$ cat src/rtl/hex_ascii_pkg.sv
// Shared types and ASCII constants for the hex word sender.
// Imported by the character converter and the sender FSM.
package hex_ascii_pkg;

  typedef enum logic [1:0] {
    IDLE,
    LOAD,
    ACCEPT,
    DRAIN
  } hex_tx_state_t;

  localparam logic [7:0] ASCII_CR   = 8'h0D;
  localparam logic [7:0] ASCII_LF   = 8'h0A;
  localparam logic [7:0] ASCII_ZERO = 8'h30;
  localparam logic [7:0] ASCII_UA   = 8'h41;
  localparam logic [7:0] ASCII_LA   = 8'h61;

endpackage

$ cat src/rtl/hex_to_char.sv
// Nibble to ASCII hex digit, the counterpart of the receive-side
// character-to-hex decoder.
module hex_to_char
  import hex_ascii_pkg::*;
#(
  parameter bit UPPERCASE = 1'b1
) (
  input  logic [3:0] i_nibble,
  output logic [7:0] o_char
);

  logic [7:0] w_n;
  logic [7:0] w_alpha;

  assign w_n     = {4'h0, i_nibble};
  assign w_alpha = UPPERCASE ? ASCII_UA : ASCII_LA;

  always_comb begin
    o_char = ASCII_ZERO + w_n;
    unique case (1'b1)
      (i_nibble < 4'd10): o_char = ASCII_ZERO + w_n;
      default:            o_char = w_alpha + w_n - 8'd10;
    endcase
  end

endmodule

$ cat src/rtl/hex_word_sender.sv
// Prints a word as ASCII hex (MSB nibble first, optional CR LF)
// through a UART transmitter's newData/dataIn/done handshake.
module hex_word_sender
  import hex_ascii_pkg::*;
#(
  parameter int NIBBLES     = 4,
  parameter bit UPPERCASE   = 1'b1,
  parameter bit APPEND_CRLF = 1'b1
) (
  input  logic                   clk,
  input  logic                   reset_n,
  input  logic                   start,
  input  logic [4*NIBBLES-1:0]   word,
  output logic                   busy,
  output logic                   done,
  output logic                   tx_new,
  output logic [7:0]             tx_data,
  input  logic                   tx_done
);

  localparam int W  = 4 * NIBBLES;
  localparam int N  = NIBBLES + (APPEND_CRLF ? 2 : 0);
  localparam int IW = $clog2(NIBBLES + 2);

  localparam logic [IW-1:0] DIGITS = IW'(NIBBLES);
  localparam logic [IW-1:0] LAST   = IW'(N - 1);

  hex_tx_state_t r_state;
  logic [W-1:0]  r_word;
  logic [IW-1:0] r_idx;
  logic          r_busy;
  logic          r_done;
  logic          r_tx_new;
  logic [7:0]    r_tx_data;

  logic [7:0]    w_hex;
  logic [7:0]    w_char;

  // The latched word shifts left as digits go out, so the
  // converter always looks at the top nibble.
  hex_to_char #(
    .UPPERCASE (UPPERCASE)
  ) u_h2c (
    .i_nibble (r_word[W-1 -: 4]),
    .o_char   (w_hex)
  );

  always_comb begin
    w_char = ASCII_LF;
    unique case (1'b1)
      (r_idx < DIGITS):  w_char = w_hex;
      (r_idx == DIGITS): w_char = ASCII_CR;
      default:           w_char = ASCII_LF;
    endcase
  end

  always_ff @(posedge clk or negedge reset_n) begin
    if (!reset_n) begin
      r_state   <= IDLE;
      r_word    <= '0;
      r_idx     <= '0;
      r_busy    <= 1'b0;
      r_done    <= 1'b0;
      r_tx_new  <= 1'b0;
      r_tx_data <= 8'h00;
    end else begin
      r_done <= 1'b0;
      case (r_state)
        IDLE: begin
          if (start) begin
            r_word  <= word;
            r_idx   <= '0;
            r_busy  <= 1'b1;
            r_state <= LOAD;
          end
        end
        LOAD: begin
          if (tx_done) begin
            r_tx_new  <= 1'b1;
            r_tx_data <= w_char;
            if (r_idx < DIGITS) begin
              r_word <= r_word << 4;
            end
            r_state <= ACCEPT;
          end
        end
        ACCEPT: begin
          r_tx_new <= 1'b0;
          if (!tx_done) begin
            r_state <= DRAIN;
          end
        end
        DRAIN: begin
          if (tx_done) begin
            if (r_idx == LAST) begin
              r_done  <= 1'b1;
              r_busy  <= 1'b0;
              r_state <= IDLE;
            end else begin
              r_idx   <= r_idx + IW'(1);
              r_state <= LOAD;
            end
          end
        end
        default: r_state <= IDLE;
      endcase
    end
  end

  assign busy    = r_busy;
  assign done    = r_done;
  assign tx_new  = r_tx_new;
  assign tx_data = r_tx_data;

endmodule

$ cat config.mk
export PLATFORM = sky130hd
export DESIGN_NAME = hex_word_sender
export DESIGN_NICKNAME = d
export VERILOG_FILES = /design/src/rtl/hex_ascii_pkg.sv /design/src/rtl/hex_to_char.sv /design/src/rtl/hex_word_sender.sv
export SDC_FILE = /design/constraint.sdc
export NUM_CORES = 1
export LEC_CHECK = 0
export CAP_MARGIN = 10
export CORE_MARGIN = 4
export CORE_UTILIZATION = 30
export CTS_CLUSTER_SIZE = 12
export DETAILED_ROUTE_END_ITERATION = 8
export PLACE_DENSITY_LB_ADDON = 0.1
export REMOVE_ABC_BUFFERS = 1
export SLEW_MARGIN = 20
export SYNTH_ARGS = -nofsm -noshare
export SYNTH_HDL_FRONTEND = slang
export SYNTH_SLANG_ARGS = --single-unit
$ cat constraint.sdc
create_clock -name clk -period 3.05 [get_ports clk]
set_clock_uncertainty 0.1 [all_clocks]
set_input_delay 0.61 -clock clk [delete_from_list [all_inputs] [get_ports clk]]
set_output_delay 0.61 -clock clk [all_outputs]
set_load 0.05 [all_outputs]
==> impl_metrics.toml <==
[run_status]
status = "finished clean"

[job]
cap_violations = 0

[yosys]
synth-warning-count = 0
netlist_area_sq_um = 1750
synth-xor-area-share_pct = 0
muxShareOfSynthArea_pct = 17.2
ys_seq_area_share_pct = 44.2
async_reset_ff_share_pct = 100
synthAdderAreaFrac_pct = 5.71
synth-compound-area-share_pct = 11.9
synth-simple-area-share_pct = 15.1
ys_seq_elements = 31
synth_edf_count = 0
synth_cell_types = 38
ys.flop_type = "dfrtp_1"
synth_top_family_by_area = "multiplexers"
synthCells = 162
syn_avg_cell_area_sq_um = 10.8

[routing]
dr.pass1.iters = 4
drt_iter0_drc = 48
vias = 1313
viasPerCell = 4.94
drc = 0
routed_wl_mm = 3.86
wire_per_inst_um = 14.5
ant_nets = 0

[timing]
fin_setup_tns_ns = 0
drv_slew = 0
slew_headroom_pct = 60.0
fmax_mhz = 414
rsz0062_at_grt = "false"
fin_crit_sh_pct = 79.3
setup_violations = 0
period_minus_slack_ns = 2.42
hold_viol_final = 0
worst_pin_slew_ns = 0.599

[cells_and_area]
regArea_sq_um = 776
multi_input_area_sq_um = 880
fin_area_sq_um = 2200
layout_common_cells = "dfrtp_1, clkdlybuf4s50_1, mux2_2"
mostFrequentLayoutCell = "dfrtp_1"
antennaDiodeCount = 0
final_core_util_pct = 39.4
num-fill-cells = 561
synthToLayoutAreaGrowth_pct = 25.3
layout.nets = 222
layout-drive-gt1-share_pct = 19.6

[clocking]
cts_max_level = 2
cts_root_buffer = "clkbuf_8"
postCtsHoldBufs = 0
ctsResizeCount = 0
cts.sinks = 31
clk_transition_reported_paths_ns = 0.06
tritoncts = "built"
clkLatencyLatePin_ns = 0.28
clock_path_buffers = 2
cts_setup_buffers = 0
numCtsBuffers = 5

[critical_path]
path_buf_inv = 2
crit_arrival_ns = 2.48
start_kind = "register"
reg2reg_slack_ns = 0.63
r2r_cells = 6
crit_path_top_delay_cell = "a21oi_4"
critPathKind = "reg -> reg"
reg2reg_to = "r_word[9]$_DFFE_PN0P_"
rr_startpoint = "r_state[1]$_DFFE_PN0P_"
cp.required_ns = 3.12
max_stage_delay_ns = 0.53
path_max_fanout = 16
end_kind = "register"
critPathTopFamily = "compound AO/OA/AOI/OAI gates"
crit_chain = "inv_1 -> ha_1 -> buf_4 -> nand2b_1 -> a21oi_4 -> mux2_2"

[placement]
dp_hpwl_mm = 2.77
postPlaceCellArea_sq_um = 2110
gp_congestion = 0.809
port_buffers = 29

[pwr]
p_per_area_nw_per_um2 = 1020
peakVddDrop_mv = 0.414
p_leak_nw = 0.931

[worst_hold_path]
worst_hold_path_type = "reg -> reg"
worstHoldStart = "tx_data[3]$_DFFE_PN0P_"
hold_end = "tx_data[3]$_DFFE_PN0P_"
hold_depth = 2

[floorplanning]
die_w_um = 84.5
dieArea_sq_um = 7130
rows = 27
core_sq_um = 5570
die_height_um = 84.5
start_util_pct = 31.5
ioPinCount = 31

[global_routing]
track_usage_pct = 11.8
grt_pass1_vias = 1393
grt_antenna_before_repair = 0
grt_start_max_net_pins = 32
grt_overflow = 0
grt_first_pass_wirelength_mm = 6.64
-- registers in the layout (all words and copies together), names as in the netlist --
register / flops
busy: 1
done: 1
r_word: 16
tx_data: 7
r_state: 2
r_idx: 3
tx_new: 1
-- final cells by class --
| class | instances | area share, % |
|---|---|---|
| timing repair buffer | 33 | 14.6 |
| tap | 72 | 4.10 |
| sequential | 31 | 35.3 |
| inverter | 12 | 2.05 |
| clock inverter | 1 | 0.228 |
| multi-input combinational | 111 | 40.0 |
| clock buffer | 6 | 3.76 |
-- per-stage QoR --
| step | total power [mW] | hold slack [ns] | instances | worst slack [ns] |
|---|---|---|---|---|
| CTS | 2.27 | 0.391 | 266 | 0.613 |
| global route | 2.41 | 0.399 | 266 | 0.499 |
| detailed placement | 1.94 | 0.376 | 259 | 0.606 |
| floorplan | 1.60 | 0.214 | 154 | 0.832 |
| global placement | 1.90 | 0.369 | 259 | 0.674 |
| finish | 2.25 | 0.379 | 266 | 0.633 |
-- how the worst max path moves through the flow --
stage / from / end / slack, ns / cells after the start
finish: r_state[1]$_DFFE_PN0P_ / r_word[9]$_DFFE_PN0P_ / 0.63 / 6
global route: r_state[1]$_DFFE_PN0P_ / r_word[9]$_DFFE_PN0P_ / 0.50 / 6
CTS: r_state[1]$_DFFE_PN0P_ / r_word[9]$_DFFE_PN0P_ / 0.61 / 6
detailed placement: r_state[1]$_DFFE_PN0P_ / r_word[9]$_DFFE_PN0P_ / 0.61 / 6
global placement: tx_done / r_word[9]$_DFFE_PN0P_ / 0.67 / 4
floorplan: r_state[1]$_DFFE_PN0P_ / r_word[10]$_DFFE_PN0P_ / 0.83 / 5
-- worst reg2reg max path, cell delays in order, from the launching register on --
cell      delay (ns)
dfrtp_1         0.41
inv_1           0.08
ha_1            0.33
buf_4           0.26
nand2b_1        0.19
a21oi_4         0.53
mux2_2          0.41
-- report_power, final --
group	internal, mW	total (mW)	switching (mW)
registers	0.599	0.740	0.142
clock network	0.177	0.326	0.150
logic	0.556	1.18	0.624
-- per-layer routing --
metal  GRT usage (%)  up-vias  share of wire (%)
li1                -      630                  -
met1            14.1      643                 45
met2            19.9       33                 49
met3            2.85        7                4.3
met4            5.47        0                1.8
met5               0        -                  0
-- kinds of logic after synthesis --
family | Yosys count
multiplexers | 26
AND/OR/NAND/NOR | 44
adder cells (fa/ha/maj) | 8
other | 1
AO/OA/AOI/OAI | 32
buffers and inverters | 20
flip-flops | 31
-- cell usage after synthesis (all sizes together), types with 2 or more instances --
library cell	number	area [sq um]
ha	8	100
dfrtp	31	776
o21ai	15	75.1
a21oi	6	41.3
mux2i	5	50.1
and2	2	12.5
nand2	8	30.0
nor2	6	22.5
nand2b	5	31.3
nor2b	5	33.8
a211oi	2	15.0
nand4	3	18.8
nand4b	4	35.0
inv	12	45.0
buf	7	50.1
and3b	3	26.3
mux2	21	251
a22o	2	17.5
nor3	3	15.0
Note: power is estimated with default switching activity, not from simulation.
==> variant 1, RTL diff (same flow settings) <==
Register the inputs `start`, `word` and `tx_done` before use, with the module's reset. The logic sees them one clock later.
--- a/src/rtl/hex_word_sender.sv
+++ b/src/rtl/hex_word_sender.sv
@@ -24,6 +24,22 @@
 
   localparam logic [IW-1:0] DIGITS = IW'(NIBBLES);
   localparam logic [IW-1:0] LAST   = IW'(N - 1);
+
+  logic start_q;
+  logic [4*NIBBLES-1:0] word_q;
+  logic tx_done_q;
+
+  always_ff @(posedge clk or negedge reset_n) begin
+    if (!reset_n) begin
+      start_q   <= '0;
+      word_q    <= '0;
+      tx_done_q <= '0;
+    end else begin
+      start_q   <= start;
+      word_q    <= word;
+      tx_done_q <= tx_done;
+    end
+  end
 
   hex_tx_state_t r_state;
   logic [W-1:0]  r_word;
@@ -67,15 +83,15 @@
       r_done <= 1'b0;
       case (r_state)
         IDLE: begin
-          if (start) begin
-            r_word  <= word;
+          if (start_q) begin
+            r_word  <= word_q;
             r_idx   <= '0;
             r_busy  <= 1'b1;
             r_state <= LOAD;
           end
         end
         LOAD: begin
-          if (tx_done) begin
+          if (tx_done_q) begin
             r_tx_new  <= 1'b1;
             r_tx_data <= w_char;
             if (r_idx < DIGITS) begin
@@ -86,12 +102,12 @@
         end
         ACCEPT: begin
           r_tx_new <= 1'b0;
-          if (!tx_done) begin
+          if (!tx_done_q) begin
             r_state <= DRAIN;
           end
         end
         DRAIN: begin
-          if (tx_done) begin
+          if (tx_done_q) begin
             if (r_idx == LAST) begin
               r_done  <= 1'b1;
               r_busy  <= 1'b0;
Behaviour: not the same (Yosys sat finds a counterexample within 4 cycles, from zero or initial values and one cycle with reset_n low).
==> variant 1 against the original RTL <==
Area after synthesis is 23% higher; routed wire length is 4.3% higher; sequential cell count is 18 higher; design area is 20% higher; non-clock buffer count is 2 lower; via count is 4.4% higher; die area is 21% higher; clock power is 44% higher; worst setup slack better by 180 ps; maximum frequency is 8.1% higher; power is 11% higher; cell count is 13% higher; sequential power is 31% higher; critical path type unchanged.
==> variant 1: results <==
[grt]
grt_pass1_vias = 1458
grt_usage_pct = 10.3
grt_max_degree = 29
antenna_found_initial = 0
grt_pass1_wl_mm = 6.96

[power_and_ir_drop]
switching_power_uw = 930
p_leak_nw = 1.12
ir_worst_vdd_mv = 0.249

[drt]
vias_per_cell = 4.55
finalWirelength_mm = 4.02
drtPass1Iterations = 4
wire_per_inst_um = 13.4
drt-initial-drc-count = 55

[run_status]
status = "complete, no violations"

[sta]
tightest_slew_ps = 536
fin_crit_sh_pct = 73.3
hold_slack_ps = 174

[synthesis]
ys_warn_count = 0
ys_seq_area_share_pct = 56.8
synthFlopType = "dfrtp_1"
avgSynthCellArea_um2 = 12.4
ys_async_sr_fraction_pct = 100
synth_area_leaders = "dfrtp_1 57%, mux2_2 8.9%, ha_1 4.6%"
synth_top_cells_by_count = "49 x dfrtp_1, 17 x mux2_2, 14 x nand2_1"
yosys.cell_types.count = 36

[setup_path]
reg2reg_depth = 6
r2r_setup_slack_ps = 810
crit_family = "flip-flops"
reg2reg_to = "r_state[1]"
startpoint = "r_state[1]"
cp-end-kind = "flip-flop"
max_stage_delay_ps = 420
cpMaxStageDelayCell = "dfrtp_1"
crit_path_max_fanout = 15
arrival_ps = 2320

[placement]
dpl_cell_area_mm2 = 0.00253
place_congestion = 0.739
hpwl_mm = 2.86
post-place-cells = 293
port_buffers = 29
dp_slack_ps = 821

[clocking]
post_cts_resized = 0
clk_pin_slew_ps = 90
ctsHtreeMaxLevel = 2
cts_buffer_depth = 2
numCtsBuffers = 5
post-cts-setup-buffers = 0
cts-root-buf = "clkbuf_8"
insertion_delay_ps = 300

[finish]
final_nets = 232
n_fill_cell = 700
final_layout_size_suffix_gt1_share_pct = 16.1
insertedDiodeCount = 0

[min_path]
hold_path.class = "in -> async"
[variant 1: cell count changes in the layout (fill, tap and decap cells not counted), sizes merged, moves of 2 or more]
cell    before  now
dfrtp       31   49
nand2        8   14
nor2         6    2
and3b        3    0
nor2b        5    2
nor3         3    0
a21oi        6    4
a221oi       0    2
o211ai       0    2
o21ai       15   13
or3          0    2
[variant 1: layout make-up]
type	count	area (um2)	share of cell area, %
clock buffers	5	68.8	2.60
multi-input cells	105	838	31.7
clock inverters	3	43.8	1.66
repair buffers	31	300	11.4
inverters	12	45.0	1.70
flip-flops and latches	49	1230	46.4
well taps	96	120	4.55
[variant 1: power by group through the flow]
stage	Clock [mW]	Combinational, mW	Sequential (mW)
3_3_place_gp	0	1.04	0.974
6_report	0.471	1.05	0.970
3_5_place_dp	0	1.06	0.987
4_1_cts	0.491	1.07	0.973
2_1_floorplan	0	0.621	1.11
5_1_grt	0.512	1.16	1.00
[variant 1: cells by family after synthesis]
logic type / after synthesis / share of synthesized area [%]
AOI/OAI and AO/OA: 32 / 10.0
adders and majority gates: 8 / 4.64
buffers and inverters: 20 / 4.40
DFF: 49 / 56.8
muxes: 27 / 13.7
other: 1 / 0.174
and+or+nand+nor: 37 / 10.3
[variant 1: worst register-to-register path: cells and delay by family, from the launching register on]
family,cells,cell delay [ps]
AO/OA/AOI/OAI,1,180
adder cells (fa/ha/maj),1,340
buffers and inverters,2,350
flip-flops,1,420
multiplexers,1,340
AND/OR/NAND/NOR,1,400
[variant 1: layer usage]
metal  vias up  share of wire [%]  GRT usage [%]
li1        660                  -              -
met1       674                 48           13.0
met2        31                 45           16.9
met3         6                5.2           3.01
met4         0                1.3           3.30
met5         -                  0              0
==> variant 2, RTL diff (config.mk and constraints unchanged) <==
Without the edit above. Change the parameter `APPEND_CRLF` from 1'b1 to 1'b0.
--- a/src/rtl/hex_word_sender.sv
+++ b/src/rtl/hex_word_sender.sv
@@ -5,7 +5,7 @@
 #(
   parameter int NIBBLES     = 4,
   parameter bit UPPERCASE   = 1'b1,
-  parameter bit APPEND_CRLF = 1'b1
+  parameter bit APPEND_CRLF = 1'b0
 ) (
   input  logic                   clk,
   input  logic                   reset_n,
Formal check against the unedited RTL: same outputs for any inputs over 10 cycles, from zero or initial values and one cycle with reset_n low; that may be too few to reach the edited logic, so the function may still have changed.
==> variant 2 against the original RTL <==
Core utilization rose by 0.16 points; area after synthesis is the same; highest routed layer unchanged; routed wire length down 4.8%; clock power up 29%; power up 0.63%; design area increased by 0.40%; worst setup slack better by 36 ps; sequential cell count unchanged.
==> variant 2: results <==
[placement]
place_congestion = 0.760
dp_slack_ps = 550
dpl_cell_area_mm2 = 0.00209
hpwl_mm = 2.63
post-place-cells = 253
port_buffers = 29

[drt]
ant_nets = 0
drtPass1Iterations = 4
wire_per_inst_um = 14.1
vias_per_cell = 4.85
drt-initial-drc-count = 54

[grt]
grt_usage_pct = 11.4
grt_pass1_vias = 1363
grt_pass1_wl_mm = 6.60
met3_usage_pct = 3.14
use_met2_pct = 17.5
grt_max_degree = 32
antenna_found_initial = 0
grtUsageMet1_pct = 15.2

[synthesis]
synthFlopType = "dfrtp_1"
muxShareOfSynthArea_pct = 17.8
ys_seq_area_share_pct = 44.2
synth_top_family_by_area = "multiplexers"
synthXorXnorAreaFrac_pct = 0
ys_async_sr_fraction_pct = 100
synth_cells = 157
synth_compound_area_share_pct = 12.5
synth_area_leaders = "dfrtp_1 44%, mux2_2 11%, ha_1 5.7%"
synth_top_cells_by_count = "31 x dfrtp_1, 17 x mux2_2, 14 x o21ai_0"
yosys.cell_types.count = 35

[clocking]
clk_pin_slew_ps = 70
ctsHtreeMaxLevel = 2
cts_buffer_depth = 2
cts-root-buf = "clkbuf_8"
insertion_delay_ps = 280
numCtsBuffers = 5
post-cts-setup-buffers = 0

[setup_path]
max_stage_delay_ps = 570
cpMaxStageDelayCell = "ha_1"
arrival_ps = 2450
crit_path_max_fanout = 16

[finish]
final_layout_size_suffix_gt1_share_pct = 18.5
stdcell_count = 261
n_fill_cell = 551
largest_register_ffs = 16
insertedDiodeCount = 0
final_nets = 216
multi_input_area_um2 = 866

[power_and_ir_drop]
seq_power_share_pct = 31.9
comb-power_mw = 1.12
ir_worst_vdd_mv = 0.400
p_leak_nw = 0.956
switching_power_uw = 872
finalPower_mw = 2.26

[sta]
relSlewSlack_pct = 58.2

[flow_run]
maxCapViolCount = 0

[run_status]
status = "complete, no violations"
-- variant 2: changes by cell type in the layout (fill, tap and decap cells not counted), moves of 3 or more --
cell,unedited run,this run
nand4_1,3,0
and3_1,0,4
and3b_1,3,0
a221o_1,0,3
-- variant 2: worst paths after layout --
path	startpoint	endpoint	slack (ps)	cells past startpoint
max	r_state[1]	r_word[9]	670	5
min	tx_data[2]	tx_data[2]	380	2
max reg2reg	r_state[1]	r_word[9]	670	5
min reg2reg	tx_data[2]	tx_data[2]	380	2
max in group asynchronous	reset_n	r_word[0]	1940	2
min in group asynchronous	reset_n	r_word[5]	630	2
-- variant 2: final cells by class --
cell class                      count  share of cell area (%)
Timing Repair Buffer               32                    14.2
Clock buffer                        6                    3.74
Clock inverter                      2                    1.59
Sequential cell                    31                    35.1
Inverter                           12                    2.04
Tap cell                           72                    4.08
Multi-Input combinational cell    106                    39.2
-- variant 2: cells by family (layout without fill, tap and decap cells) --
| group | Yosys count | in the layout |
|---|---|---|
| adder cells (fa/ha/maj) | 8 | 8 |
| multiplexers | 27 | 27 |
| buffers and inverters | 20 | 52 |
| flip-flops | 31 | 31 |
| AO/OA/AOI/OAI | 32 | 32 |
| other | 1 | 1 |
| AND/OR/NAND/NOR | 38 | 38 |
-- variant 2: metal layers --
metal  wire (um)  up-vias
met1        1760      604
met2        1660       36
met3         177        7
met4          68        0
li1            -      619
met5           0        -
-- variant 2: worst max-delay path, delay by kind of cell (launching register included) --
kind | cells | cell delay (ps)
AND/OR/NAND/NOR | 1 | 150
adder cells (fa/ha/maj) | 1 | 570
flip-flops | 1 | 420
buffers and inverters | 1 | 110
AO/OA/AOI/OAI | 1 | 520
multiplexers | 1 | 400
